===== src/rtl/debounce_pkg.sv =====
// Shared constants for the switch debouncer: filter lengths derived from the
// system clock, plus the counter-width helper used by each per-bit filter.
package debounce_pkg;

    localparam int CLK_FREQ_HZ           = 100_000_000;
    localparam int DEBOUNCE_MS           = 10;
    localparam int DEFAULT_STABLE_CYCLES = CLK_FREQ_HZ / 1000 * DEBOUNCE_MS;
    localparam int SIM_STABLE_CYCLES     = 4;

    // A filter of one cycle still needs a 1-bit counter to hold its compare value.
    function automatic int cnt_width(input int cycles);
        return (cycles > 1) ? $clog2(cycles) : 1;
    endfunction

endpackage


===== src/rtl/debounce_bit.sv =====
// One debounced switch: 2-flop synchroniser, stable-count filter, clean level
// register and single-cycle rise/fall pulses.
//
// state    | meaning
// ---------+-----------------------------------------------------------
// STABLE   | s2 == sw_clean; counter held at 0
// COUNTING | s2 != sw_clean; counter runs toward STABLE_CYCLES-1
module debounce_bit
    import debounce_pkg::*;
#(
    parameter int STABLE_CYCLES = DEFAULT_STABLE_CYCLES
) (
    input  logic clk,
    input  logic rst,
    input  logic sw_in,
    output logic sw_clean,
    output logic rise,
    output logic fall,
    output logic settling
);

    localparam int               CNT_W    = cnt_width(STABLE_CYCLES);
    localparam logic [CNT_W-1:0] CNT_LAST = CNT_W'(STABLE_CYCLES - 1);

    logic             s1;
    logic             s2;
    logic [CNT_W-1:0] cnt;

    always_ff @(posedge clk) begin
        if (rst) begin
            s1       <= 1'b0;
            s2       <= 1'b0;
            cnt      <= '0;
            sw_clean <= 1'b0;
            rise     <= 1'b0;
            fall     <= 1'b0;
        end else begin
            s1   <= sw_in;
            s2   <= s1;
            rise <= 1'b0;
            fall <= 1'b0;
            if (s2 == sw_clean) begin
                cnt <= '0;
            end else if (cnt == CNT_LAST) begin
                // Terminal count: accept the new level and restart from zero.
                sw_clean <= s2;
                cnt      <= '0;
                rise     <= s2;
                fall     <= ~s2;
            end else begin
                cnt <= cnt + CNT_W'(1);
            end
        end
    end

    assign settling = s2 ^ sw_clean;

endmodule


===== src/rtl/sw_debounce.sv =====
// Bank of independent switch debouncers feeding the board's gate logic; each
// bit is filtered on its own with no shared state.
module sw_debounce
    import debounce_pkg::*;
#(
    parameter int WIDTH         = 3,
    parameter int STABLE_CYCLES = DEFAULT_STABLE_CYCLES
) (
    input  logic             clk,
    input  logic             rst,
    input  logic [WIDTH-1:0] sw_in,
    output logic [WIDTH-1:0] sw_clean,
    output logic [WIDTH-1:0] rise,
    output logic [WIDTH-1:0] fall,
    output logic [WIDTH-1:0] settling
);

    for (genvar i = 0; i < WIDTH; i++) begin : g_bit
        debounce_bit #(
            .STABLE_CYCLES(STABLE_CYCLES)
        ) u_bit (
            .clk      (clk),
            .rst      (rst),
            .sw_in    (sw_in[i]),
            .sw_clean (sw_clean[i]),
            .rise     (rise[i]),
            .fall     (fall[i]),
            .settling (settling[i])
        );
    end

endmodule

===== config.mk =====
export PLATFORM = sky130hd
export DESIGN_NAME = sw_debounce
export DESIGN_NICKNAME = d
export VERILOG_FILES = /design/src/rtl/debounce_pkg.sv /design/src/rtl/debounce_bit.sv /design/src/rtl/sw_debounce.sv
export SDC_FILE = /design/constraint.sdc
export NUM_CORES = 1
export LEC_CHECK = 0
export CORE_MARGIN = 2
export CORE_UTILIZATION = 55
export CTS_CLUSTER_DIAMETER = 80
export DETAILED_ROUTE_END_ITERATION = 7
export PLACE_DENSITY = 0.74
export SYNTH_ARGS = -nofsm -noshare
export SYNTH_HDL_FRONTEND = slang
export SYNTH_SLANG_ARGS = --single-unit
export TNS_END_PERCENT = 30

===== constraint.sdc =====
create_clock -name clk -period 4.6 [get_ports clk]
set_clock_uncertainty 0.1 [all_clocks]
set_input_delay 0.69 -clock clk [delete_from_list [all_inputs] [get_ports clk]]
set_output_delay 0.69 -clock clk [all_outputs]
set_load 0.01 [all_outputs]

==> out/results.ini <==
[status]
outcome = completed

[critical_path]
reg2reg_slack_ps = 2320
crit_family = buffers and inverters
end_kind = output port
cp-start-kind = flip-flop
worstPathRequired_ps = 3810
crit_slowest_cell = clkdlybuf4s50_1
max_stage_delay_ps = 570
r2r_cells = 5
cp_num_buf_inv = 1
path_class = reg2out
crit_fanout = 4
cp.arrival_ps = 1510
cp_cell_sequence = xor2_1 > clkdlybuf4s50_1
r2r-end = g_bit[0].u_bit.cnt[6]
r2r_start = g_bit[0].u_bit.cnt[0]

[grt]
grt_max_degree = 21
grt_pass1_vias = 2380
overflow = 0
grt_pass1_wl_um = 10210
grt_usage = 0.1968
antenna_found_initial = 0

[route]
routed_wl_um = 5824
dr.pass1.iters = 4
ant_nets = 0
num_vias = 2531
drtIter0Drc = 116
drc = 0
routedWlPerCell_um = 12.52
drt-vias-per-instance = 5.443

[yosys]
synth_area_leaders = dfxtp_1 46%, xnor2_1 7.2%, nor2_1 5.5%
async_flop_share = 0
syn_inst = 377
syn_area_um2 = 3297
synth_seq_cells = 75
synth-edff-count = 0
synth_top_area_frac = 0.4554
synth_nets = 385
synth_most_common_cell = dfxtp_1
ys_types = 38
yosysWarnings = 0
synth_area_per_cell_um2 = 8.745
synthTopCellsByCount = 75 x dfxtp_1, 48 x nor2_1, 27 x xnor2_1
yosys.area.top_type = dfxtp_1
synth_ff_type = dfxtp_1
yosysSeqAreaShare = 0.4554

[layout]
fin_nets = 393
diodes = 0
area_delta_synth_final_pct = 11.04
instances_no_fill = 465
drive_gt1_frac = 0.06154

[clocking]
clk_pin_slew_ps = 70
postCtsSetupBuffers = 0
cts_buffer_depth = 2
cts.htree.levels = 3
cts_tree = yes
cts_resized = 0
clkSinkCount = 75
cts_hold_buf = 0
cts_root_buf = clkbuf_8
clock_latency_ps = 340
cts_buffers = 9

[timing]
setup_viol = 0
slew_headroom = 0.4866
grt_setup_unrepaired = false
hold_viol_final = 0
slew_viol_final = 0
fin_crit_sh = 0.4996
max_freq_ghz = 0.4351
fin_tns_setup_ps = 0
fin_crit_ps = 2298
worst_slew_pin_slew_ps = 770.0

[power_and_ir_drop]
p_int_uw = 994.5
combPwrFrac = 0.014
swShare = 0.1965
sequentialPowerShare = 0.528
power_leakage_uw = 0.001108
irDropWorstVdd_mv = 0.2127
power_frac_clock = 0.458
p_switching_uw = 243.3
powerDensity_nw_per_um2 = 338.1

[die]
die_w_um = 81.43
fp.dieH_um = 81.43
core_area_um2 = 5851
dieArea_um2 = 6630
initial_core_util = 0.5635
pin_count = 17
num_rows = 28

[worst_hold_path]
hold_start = g_bit[2].u_bit.s1
hold-path-cell-count = 1
hp-class = reg2reg
holdPathEnd = g_bit[2].u_bit.s2

[placed_design]
hpwl_um = 3935
place_inst = 449
place.port_buffers = 16
gp_congestion = 0.7813

[run]
drv_cap = 0

[metal layers]
metal,GRT usage,up-vias,part of all wire
li1,-,1325,-
met1,0.2452,1145,0.48
met2,0.3197,48,0.46
met3,0.04396,13,0.039
met4,0.1000,0,0.020
met5,0,-,0
[power by group through the flow]
stage	Sequential (µW)	Clock [µW]	Combinational, µW
2_1_floorplan	669	0	11.2
3_3_place_gp	669	0	17.3
3_5_place_dp	669	0	17.7
4_1_cts	654	578	17.7
5_1_grt	654	607	19.5
6_report	654	566	17.4
[logic make-up (layout without fill, tap and decap cells)]
group	Yosys count	after routing	synth area share
AO/OA/AOI/OAI	47	47	0.07894
XOR/XNOR	38	38	0.1009
adder cells (fa/ha/maj)	3	3	0.01139
buffers and inverters	33	46	0.05275
flip-flops	75	75	0.4554
AND/OR/NAND/NOR	181	181	0.3006
[per-stage QoR]
| stage | utilization | area (µm²) | total power (µW) | hold WS [ps] | setup WS (ps) |
|---|---|---|---|---|---|
| after global placement | 0.5868 | 3433 | 686.4 | 319.2 | 2083 |
| after floorplan | - | 3297 | 679.9 | 313.8 | 2558 |
| after CTS | 0.6257 | 3661 | 1250 | 345.4 | 2290 |
| after global routing | 0.6257 | 3661 | 1281 | 361.8 | 2136 |
| final | 0.6257 | 3661 | 1238 | 343.1 | 2302 |
| after detailed placement | 0.5868 | 3433 | 686.8 | 328.8 | 2012 |
[worst register-to-register path, stage by stage, from the launching register on]
cell and delay, ps:
dfxtp_1 350, ha_1 250, nand2_4 90, or4_1 570, o21ai_2 650, nor2_1 120
[how the worst max path moves through the flow]
stage / startpoint / end / slack (ps) / cells past startpoint
finish: g_bit[2].u_bit.s2 / settling[2] / 2300 / 2
CTS: g_bit[1].u_bit.cnt[11] / g_bit[1].u_bit.cnt[5] / 2290 / 4
detailed placement: rst / g_bit[1].u_bit.cnt[19] / 2010 / 4
global route: g_bit[0].u_bit.cnt[0] / g_bit[0].u_bit.cnt[8] / 2140 / 5
global placement: rst / g_bit[1].u_bit.cnt[15] / 2080 / 4
floorplan: g_bit[0].u_bit.cnt[0] / g_bit[0].u_bit.cnt[18] / 2560 / 6
[final cells by class]
cell class	instances	area, µm²
multi-input cells	269	1622
fillers	517	2190
repair buffers	17	167.7
clock inverters	4	72.57
flip-flops and latches	75	1501
inverters	13	48.80
well taps	75	93.84
clock buffers	12	155.1
[sequential cells by signal, indices dropped and copies added, names as in the netlist]
signal and count:
g_bit.u_bit.cnt 60, g_bit.u_bit.fall 3, g_bit.u_bit.rise 3, g_bit.u_bit.s1 3
g_bit.u_bit.s2 3, g_bit.u_bit.sw_clean 3
[layout by cell type (no fill, tap or decap), types with 3 or more instances in the layout]
cell and n:
nor2_1 48, a21oi_1 21, xnor2_1 27, nor4_1 9, nand2_1 23, clkbuf_8 11
nand3_1 21, and2_1 4, clkdlybuf4s50_1 16, o31ai_1 4, nor4b_1 3, nor3_1 9
nand4_1 10, or3_1 15, xor2_1 11, dfxtp_1 75, ha_1 3, and3_1 5
nor2b_1 8, and4_1 3, o21ai_0 17, or4_1 11, inv_1 13
(Power assumes the default switching activity.)
